--- src/rtl/fetch_stage_if.sv ---
// Instruction-memory request/response bus between the fetch stage and imem.
// One request strobe per request; exactly one response strobe per request.
interface fetch_stage_if;
    logic        imem_req;
    logic [31:0] imem_addr;
    logic        imem_valid;
    logic [31:0] imem_rdata;

    modport master (output imem_req, output imem_addr, input imem_valid, input imem_rdata);
    modport slave  (input imem_req, input imem_addr, output imem_valid, output imem_rdata);
endinterface

--- src/rtl/fetch_stage.sv ---
// Instruction-fetch stage: owns pcF, single-outstanding imem requests, IF/ID register.
// Optional performance counters are enabled with `define FETCH_PERF_CNT_EN.
module fetch_stage #(
    parameter logic [31:0] RESET_PC  = 32'h0000_0000,
    parameter logic [31:0] NOP_INSTR = 32'h0000_0000
) (
    input  logic                clk,
    input  logic                reset,
    input  logic                stallF,
    input  logic                stallD,
    input  logic                flushD,
    input  logic                pcsrcD,
    input  logic [31:0]         pcbranchD,
    input  logic                jumpD,
    input  logic [31:0]         pcjumpD,
    fetch_stage_if.master       imem,
    output logic [31:0]         instrD,
    output logic [5:0]          opD,
    output logic [5:0]          functD,
    output logic [31:0]         pcplus4D,
    output logic                validD,
    output logic                fetch_busyF
`ifdef FETCH_PERF_CNT_EN
    ,
    output logic [31:0]         fetch_count,
    output logic [31:0]         squash_count
`endif
);

    typedef enum logic [1:0] {S_IDLE, S_WAIT, S_HOLD} state_t;

    state_t      r_state, w_state_nxt;
    logic [31:0] r_pcF, r_hold_instr, r_hold_pc;
    logic        r_squash, w_squash_nxt;

    logic [31:0] w_target, w_word, w_word_pc, w_pc_nxt;
    logic        w_redirect, w_resp, w_resp_live, w_have_word, w_to_ifid;
    logic        w_capture, w_discard, w_outstanding, w_buf_full, w_issue;

    always_comb begin
        w_redirect  = !stallD && (jumpD || pcsrcD);
        w_target    = jumpD ? pcjumpD : pcbranchD;
        w_resp      = (r_state == S_WAIT) && imem.imem_valid;
        w_resp_live = w_resp && !r_squash;
        w_have_word = w_resp_live || (r_state == S_HOLD);
        w_word      = (r_state == S_HOLD) ? r_hold_instr : imem.imem_rdata;
        w_word_pc   = (r_state == S_HOLD) ? r_hold_pc : r_pcF;
        w_to_ifid   = w_have_word && !stallD && !w_redirect;
        w_capture   = w_resp_live && stallD;
        // A squashed stale response counts as discarded, same as redirect/flush drops.
        w_discard   = (w_have_word && w_redirect) || (w_to_ifid && flushD) || (w_resp && r_squash);

        w_pc_nxt = r_pcF;
        if (w_redirect)
            w_pc_nxt = w_target;
        else if (w_to_ifid)
            w_pc_nxt = w_word_pc + 32'd4;

        // Occupancy after this cycle decides whether a new request may go out now.
        w_outstanding = (r_state == S_WAIT) && !w_resp;
        w_buf_full    = w_capture || ((r_state == S_HOLD) && stallD);
        w_issue       = !stallF && !reset && !w_outstanding && !w_buf_full;

        w_state_nxt = S_IDLE;
        if (w_outstanding || w_issue)
            w_state_nxt = S_WAIT;
        else if (w_buf_full)
            w_state_nxt = S_HOLD;

        w_squash_nxt = (r_state == S_WAIT) && !w_resp && (r_squash || w_redirect);
    end

    assign imem.imem_req  = w_issue;
    assign imem.imem_addr = w_pc_nxt;

    always_ff @(posedge clk) begin
        if (reset) begin
            r_state      <= S_IDLE;
            r_pcF        <= RESET_PC;
            r_squash     <= 1'b0;
            r_hold_instr <= 32'd0;
            r_hold_pc    <= 32'd0;
            instrD       <= NOP_INSTR;
            pcplus4D     <= 32'd0;
            validD       <= 1'b0;
        end else begin
            r_state  <= w_state_nxt;
            r_pcF    <= w_pc_nxt;
            r_squash <= w_squash_nxt;
            if (w_capture) begin
                r_hold_instr <= imem.imem_rdata;
                r_hold_pc    <= r_pcF;
            end
            if (flushD) begin
                instrD <= NOP_INSTR;
                validD <= 1'b0;
            end else if (!stallD) begin
                if (w_to_ifid) begin
                    instrD   <= w_word;
                    pcplus4D <= w_word_pc + 32'd4;
                    validD   <= 1'b1;
                end else begin
                    instrD <= NOP_INSTR;
                    validD <= 1'b0;
                end
            end
        end
    end

    assign opD         = instrD[31:26];
    assign functD      = instrD[5:0];
    assign fetch_busyF = (r_state != S_IDLE);

`ifdef FETCH_PERF_CNT_EN
    always_ff @(posedge clk) begin
        if (reset) begin
            fetch_count  <= 32'd0;
            squash_count <= 32'd0;
        end else begin
            if (w_to_ifid && !flushD)
                fetch_count <= fetch_count + 32'd1;
            if (w_discard)
                squash_count <= squash_count + 32'd1;
        end
    end
`else
    logic w_unused_discard;
    assign w_unused_discard = w_discard;
`endif

endmodule

--- src/flat_wrapper.sv ---
// flat-port wrapper written by rule: the top's interface ports become plain ports
module fetch_stage_flat 
#(
    parameter logic [31:0] RESET_PC  = 32'h0000_0000,
    parameter logic [31:0] NOP_INSTR = 32'h0000_0000
)
  (clk, reset, stallF, stallD, flushD, pcsrcD, pcbranchD, jumpD, pcjumpD, instrD, opD, functD, pcplus4D, validD, fetch_busyF, imem_imem_req, imem_imem_addr, imem_imem_valid, imem_imem_rdata);
  fetch_stage_if imem_i ();
  input  logic clk;
  input  logic reset;
  input  logic stallF;
  input  logic stallD;
  input  logic flushD;
  input  logic pcsrcD;
  input  logic [31:0] pcbranchD;
  input  logic jumpD;
  input  logic [31:0] pcjumpD;
  output logic [31:0] instrD;
  output logic [5:0] opD;
  output logic [5:0] functD;
  output logic [31:0] pcplus4D;
  output logic validD;
  output logic fetch_busyF;
  output wire logic [$bits(imem_i.imem_req)-1:0] imem_imem_req;
  output wire logic [$bits(imem_i.imem_addr)-1:0] imem_imem_addr;
  input wire logic [$bits(imem_i.imem_valid)-1:0] imem_imem_valid;
  input wire logic [$bits(imem_i.imem_rdata)-1:0] imem_imem_rdata;
  assign imem_imem_req = imem_i.imem_req;
  assign imem_imem_addr = imem_i.imem_addr;
  assign imem_i.imem_valid = imem_imem_valid;
  assign imem_i.imem_rdata = imem_imem_rdata;
  fetch_stage #(.RESET_PC(RESET_PC), .NOP_INSTR(NOP_INSTR)) u_core (.clk(clk), .reset(reset), .stallF(stallF), .stallD(stallD), .flushD(flushD), .pcsrcD(pcsrcD), .pcbranchD(pcbranchD), .jumpD(jumpD), .pcjumpD(pcjumpD), .imem(imem_i), .instrD(instrD), .opD(opD), .functD(functD), .pcplus4D(pcplus4D), .validD(validD), .fetch_busyF(fetch_busyF));
endmodule
--- config.mk ---
export PLATFORM = sky130hd
export DESIGN_NAME = fetch_stage_flat
export DESIGN_NICKNAME = d
export VERILOG_FILES = /design/src/rtl/fetch_stage_if.sv /design/src/rtl/fetch_stage.sv /design/src/flat_wrapper.sv
export SDC_FILE = /design/constraint.sdc
export NUM_CORES = 1
export LEC_CHECK = 0
export ABC_CLOCK_PERIOD_IN_PS = 5600
export CAP_MARGIN = 0
export CORE_MARGIN = 8
export CORE_UTILIZATION = 38
export CTS_BUF_LIST = sky130_fd_sc_hd__clkbuf_8
export DETAILED_ROUTE_END_ITERATION = 12
export HOLD_SLACK_MARGIN = 0.08
export REMOVE_ABC_BUFFERS = 1
export SLEW_MARGIN = 30
export SYNTH_ARGS = -nofsm -noshare
export SYNTH_HDL_FRONTEND = slang
export SYNTH_SLANG_ARGS = --single-unit
--- constraint.sdc ---
create_clock -name clk -period 5.6 [get_ports clk]
set_clock_uncertainty 0.1 [all_clocks]
set_input_delay 1.12 -clock clk [delete_from_list [all_inputs] [get_ports clk]]
set_output_delay 1.12 -clock clk [all_outputs]
set_load 0.03 [all_outputs]
Word-level counts from Yosys, hierarchy flattened:

Cells that the tools add are included.

* reductions and logical operators: 29
* add/sub/neg operators: 1
* muxes and demuxes: 9
* bitwise logic cells: 2
* eq/ne operators: 2

Operators with widths (number)
* $mux W32: 6
* $add A32 B3 Y32 const B: 1
* $logic_and A1 B1 Y1: 12
* $logic_not A1 Y1: 8
* $logic_or A1 B1 Y1: 5
* $reduce_or A2 Y1: 2
* $reduce_and A3 Y1: 1
* $eq A2 B1 Y1 const B: 1
* $eq A2 B2 Y1 const B: 1
* $mux W1: 2
* $mux W2: 1
* $not A1 Y1: 2
* $reduce_bool A2 Y1: 1

* word-level logic and storage cells: 52
* output and inout port bits: 111
* bits in registers: 164

Depth between registers and ports, before layout:

Gate-level depths: netlist of run 1.

* depth in word-level cells: 9
* depth in mapped cells: 17

Worst setup path after synthesis of run 1:

OpenSTA, ideal clock, no wires.

* kind: input port to output port
* start: in imem_imem_valid
* end: out imem_imem_req
* stages on the path: 3
* data required time: 4.380 ns
* data arrival time: 3.361 ns
* setup slack: 1.019 ns
* cells stage by stage: and4bb_2 or2_2 a2111oi_0

* longest elaborated chain between the ends: 6
* elaborated cells between the ends (all ways): 10
* classes of those cells: 10 x reduce/logical

Ends and longest elaborated chain
* start: declaration: RTL line flat_wrapper.sv:26 `input wire logic [$bits(imem_i.imem_valid)-1:0] imem_imem_valid;`
* $logic_and A1 B1 Y1 (*): RTL line fetch_stage.sv:43 `w_resp = (r_state == S_WAIT) && imem.imem_valid;`
* $logic_not A1 Y1 or $logic_and A1 B1 Y1 (tied branches): RTL line fetch_stage.sv:60, fetch_stage.sv:44
* $logic_and A1 B1 Y1 (on tied branches): RTL line fetch_stage.sv:60, fetch_stage.sv:49
* $logic_not A1 Y1 or $logic_or A1 B1 Y1 (tied branches): RTL line fetch_stage.sv:62, fetch_stage.sv:61
* $logic_and A1 B1 Y1 or $logic_not A1 Y1 (tied branches): RTL line fetch_stage.sv:62 `w_issue = !stallF && !reset && !w_outstanding && !w_buf_full;`
* $logic_and A1 B1 Y1 (*): RTL line fetch_stage.sv:62
* end: declaration: RTL line flat_wrapper.sv:24 `output wire logic [$bits(imem_i.imem_req)-1:0] imem_imem_req;`

Mark *: on every way between the ends. The rest lies on a longest branch, timed or not.

Worst setup path after layout of run 1:

* start: reg u_core.r_state[0]
* end: out imem_imem_addr[28]

* longest elaborated chain between the ends: 8
* elaborated cells between the ends (all ways): 11
* classes of those cells: 1 x add/sub; 2 x eq/ne; 3 x mux; 5 x reduce/logical

Ends and longest elaborated chain
* start: declaration: RTL line fetch_stage.sv:32 `state_t r_state, w_state_nxt;`
* start signal: assignment: RTL line fetch_stage.sv:87 `r_state <= w_state_nxt;`
* branches (longest 6 deep; another with $add A32 B3 Y32)
* $mux W32 (*): RTL line fetch_stage.sv:56 `else if (w_to_ifid)`
* $mux W32 (*): RTL line fetch_stage.sv:54 `if (w_redirect)`
* end: declaration: RTL line flat_wrapper.sv:25 `output wire logic [$bits(imem_i.imem_addr)-1:0] imem_imem_addr;`

Every way passes the cells marked *.

==> load_flow_metrics.sql, run 1 <==
INSERT INTO impl_metrics (metric_group, metric, value, unit) VALUES
('pwr', 'switching_fraction', '28.3', '%'),
('detailed_routing', 'viasPerCell', '5.35', ''),
('yosys', 'synth_area_leader_cell', 'sky130_fd_sc_hd__dfxtp_1', ''),
('cts', 'cts-buffers-inserted', '17', ''),
('cts', 'cts_sinks', '164', ''),
('detailed_routing', 'totalWireLength', '29.0', 'mm'),
('final_layout', 'final_cells', '1557', ''),
('final_layout', 'finalCoreUtilization', '50.8', '%'),
('global_route', 'first_global_vias', '8071', ''),
('detailed_routing', 'first_iter_violations', '475', ''),
('sta', 'max_clock_freq', '189', 'MHz'),
('critical_path', 'worst-path-max-fanout', '27', ''),
('critical_path', 'worstSetupStartpointType', 'flip-flop', ''),
('global_route', 'grt_pass1_wl', '45.3', 'mm'),
('sta', 'setup_viol', '0', ''),
('die', 'dieHeight', '165', 'um'),
('pwr', 'power.share.combinational', '15.2', '%'),
('critical_path', 'criticalPathCategory', 'reg2out', ''),
('global_route', 'grt_antenna_before_repair', '2', ''),
('detailed_routing', 'dr.pass1.iters', '6', ''),
('cts', 'tritoncts', 'built', ''),
('global_route', 'overflow', '0', ''),
('yosys', 'synth_ff_type', 'sky130_fd_sc_hd__dfxtp_1', ''),
('yosys', 'synth_simple_gate_area_share', '26.2', '%'),
('critical_path', 'timing.critical_path.max_delay_family', 'simple AND/OR/NAND/NOR gates', ''),
('place', 'dp.cells', '1526', ''),
('cts', 'postCtsSetupRepairBufs', '0', ''),
('detailed_routing', 'avgRoutedWirePerCell', '18.6', 'um'),
('global_route', 'grt_util_met1', '27.3', '%'),
('pwr', 'seq_power_share', '47.9', '%'),
('cts', 'clk_path_buf_depth', '2', ''),
('final_layout', 'flow.area_growth_from_synthesis', '31.4', '%'),
('yosys', 'netlist_area', '8440', 'um^2'),
('sta', 'finalSetupTns', '0', 'ps'),
('cts', 'post_cts.resized_instances', '0', ''),
('detailed_routing', 'num_vias', '8333', ''),
('yosys', 'muxShareOfSynthArea', '9.63', '%'),
('pwr', 'p_leak', '3.97', 'nW'),
('sta', 'finalCritPeriodShare', '94.4', '%'),
('yosys', 'yosys.area.top_type_share', '38.9', '%'),
('critical_path', 'worst_ep_arrival', '4070', 'ps'),
('critical_path', 'crit_chain', 'nand2b_4, buf_4, mux2i_4, nand2_1, nor4_1, mux2_2, nand2_1, clkdlybuf4s50_1', ''),
('global_route', 'grt_start_max_net_pins', '57', ''),
('global_route', 'grt.met2_usage', '33.1', '%'),
('critical_path', 'crit-reg2reg-launch', 'u_core.r_state[0]', ''),
('global_route', 'global_route.peak_usage_layer', 'met2', ''),
('sta', 'timing.final.hold_violations', '0', ''),
('die', 'core-area', '21800', 'um^2'),
('yosys', 'synth-edff-count', '0', ''),
('run', 'max_cap_viol_count', '0', ''),
('hold_path', 'min_from', 'u_core.pcplus4D[26]', ''),
('detailed_routing', 'detail_route.drc_violations', '0', ''),
('yosys', 'synth_cells', '1102', ''),
('sta', 'minimum_period_implied_by_the_final_worst_setup_slack', '5290', 'ps'),
('sta', 'finalMaxSlewViolations', '0', ''),
('cts', 'ctsHtreeMaxLevel', '4', ''),
('sta', 'final.hold.worst_slack', '356', 'ps'),
('critical_path', 'crit_path_frequent_cell', 'sky130_fd_sc_hd__nand2_1', ''),
('yosys', 'yosys.area_share.adder', '0.148', '%'),
('yosys', 'synth-xor-area-share', '1.35', '%'),
('global_route', 'grt_usage', '21.1', '%'),
('critical_path', 'critPathRequiredTime', '4380', 'ps'),
('final_layout', 'finalNetCount', '1370', ''),
('pwr', 'cellInternalPower', '1.82', 'mW'),
('pwr', 'power_frac_clock', '36.8', '%'),
('yosys', 'seq_area_frac_synth', '38.9', '%'),
('yosys', 'postSynthRegisterBits', '164', ''),
('yosys', 'async_reset_ff_share', '0', '%'),
('sta', 'slew_at_the_pin_with_the_worst_max_slew_slack', '942', 'ps'),
('run_status', 'outcome', 'complete, no violations', ''),
('place', 'dp.final_hpwl', '20.2', 'mm');
-- Yosys cell counts, types with 5 or more instances --
| library cell | number |
|---|---|
| sky130_fd_sc_hd__a21oi_1 | 169 |
| sky130_fd_sc_hd__a221o_1 | 5 |
| sky130_fd_sc_hd__a22oi_1 | 18 |
| sky130_fd_sc_hd__a31oi_1 | 9 |
| sky130_fd_sc_hd__and2_1 | 17 |
| sky130_fd_sc_hd__buf_1 | 11 |
| sky130_fd_sc_hd__buf_2 | 7 |
| sky130_fd_sc_hd__buf_4 | 18 |
| sky130_fd_sc_hd__clkbuf_1 | 54 |
| sky130_fd_sc_hd__dfxtp_1 | 164 |
| sky130_fd_sc_hd__mux2_2 | 14 |
| sky130_fd_sc_hd__mux2i_1 | 47 |
| sky130_fd_sc_hd__mux2i_4 | 7 |
| sky130_fd_sc_hd__nand2_1 | 298 |
| sky130_fd_sc_hd__nand3_1 | 27 |
| sky130_fd_sc_hd__nand4_1 | 18 |
| sky130_fd_sc_hd__nor2_1 | 76 |
| sky130_fd_sc_hd__nor3_1 | 8 |
| sky130_fd_sc_hd__nor4_1 | 5 |
| sky130_fd_sc_hd__nor4_2 | 5 |
| sky130_fd_sc_hd__o21ai_0 | 13 |
| sky130_fd_sc_hd__o22ai_1 | 10 |
| sky130_fd_sc_hd__o31ai_1 | 6 |
| sky130_fd_sc_hd__or2_2 | 9 |
| sky130_fd_sc_hd__or4_1 | 11 |
| sky130_fd_sc_hd__xnor2_1 | 7 |
| sky130_fd_sc_hd__xor2_1 | 6 |
-- final timing paths --
path | end | slack, ps | cells after the start
hold / removal | u_core.pcplus4D[26] | 360 | 2
setup / recovery | imem_imem_addr[28] | 310 | 8
hold reg to reg | u_core.pcplus4D[26] | 360 | 2
setup reg to reg | u_core.r_pcF[31] | 2450 | 8
-- placed cells by master, fill, tap and decap left out, drive strengths merged, types with 14 or more instances in the layout --
cell           instances
dfxtp                164
nand4                 20
a21oi                169
a22oi                 18
buf                   26
nand3                 28
and2                  17
clkdlybuf4s50        211
o21ai                 14
nand2                298
mux2                  14
clkbuf                18
mux2i                 56
nor2                  76
-- routing by layer --
| layer | share of wire (%) | vias to the layer above |
|---|---|---|
| li1 | - | 4134 |
| met1 | 45 | 3897 |
| met2 | 45 | 277 |
| met3 | 9.4 | 21 |
| met4 | 0.86 | 4 |
| met5 | 0.076 | - |
-- final cells by class --
class                   instances  area [um^2]
repair buffers                237         2300
multi-input cells             842         4720
flip-flops and latches        164         3280
fillers                      2150        10700
well taps                     280          350
inverters                       3         11.3
clock buffers                  18          248
clock inverters                13          173
-- worst register-to-register path: stages (launching register included) --
cell	delay [ps]
sky130_fd_sc_hd__dfxtp_1	440
sky130_fd_sc_hd__nand2b_4	320
sky130_fd_sc_hd__buf_4	480
sky130_fd_sc_hd__buf_4	290
sky130_fd_sc_hd__mux2_2	210
sky130_fd_sc_hd__nand4_1	280
sky130_fd_sc_hd__nor4_2	460
sky130_fd_sc_hd__mux2_2	400
sky130_fd_sc_hd__a21oi_1	120
-- kinds of logic after synthesis --
kind of cell	Yosys count
compound gates	263
xor+xnor	13
mux	70
flops	164
buf+inv	96
simple gates	495
fa+ha+maj	1
-- through the flow --
stage / instance area [um^2] / total power [mW] / worst slack, ps
after floorplan: 7990 / 1.42 / -1300
after global placement: 10700 / 1.63 / 650
after detailed placement: 10700 / 1.63 / 621
after CTS: 11100 / 2.57 / 277
after global routing: 11100 / 2.65 / 41.9
final: 11100 / 2.54 / 313
-- flip-flops by register name, summed over array words and instances (netlist names) --
signal,count
u_core.instrD,32
u_core.pcplus4D,32
u_core.r_hold_instr,32
u_core.r_hold_pc,32
u_core.r_pcF,32
u_core.r_state,2
u_core.r_squash,1
u_core.validD,1
-- power by group through the flow --
stage | registers (mW) | logic [mW] | clock network [mW]
2_1_floorplan | 1.24 | 0.183 | 0
3_3_place_gp | 1.24 | 0.388 | 0
3_5_place_dp | 1.24 | 0.390 | 0
4_1_cts | 1.22 | 0.391 | 0.961
5_1_grt | 1.22 | 0.419 | 1.01
6_report | 1.22 | 0.387 | 0.935
Power figures use the tool's default switching activity.
==> run 2: changes to the inputs <==
--- a/config.mk
+++ b/config.mk
@@ -10,6 +10,7 @@
 export CORE_MARGIN = 8
 export CORE_UTILIZATION = 38
 export CTS_BUF_LIST = sky130_fd_sc_hd__clkbuf_8
+export CTS_CLUSTER_DIAMETER = 80
 export DETAILED_ROUTE_END_ITERATION = 12
 export HOLD_SLACK_MARGIN = 0.08
 export REMOVE_ABC_BUFFERS = 1
==> results of run 2 <==
No change in the layout: final DEF, timing and power equal those of run 1.
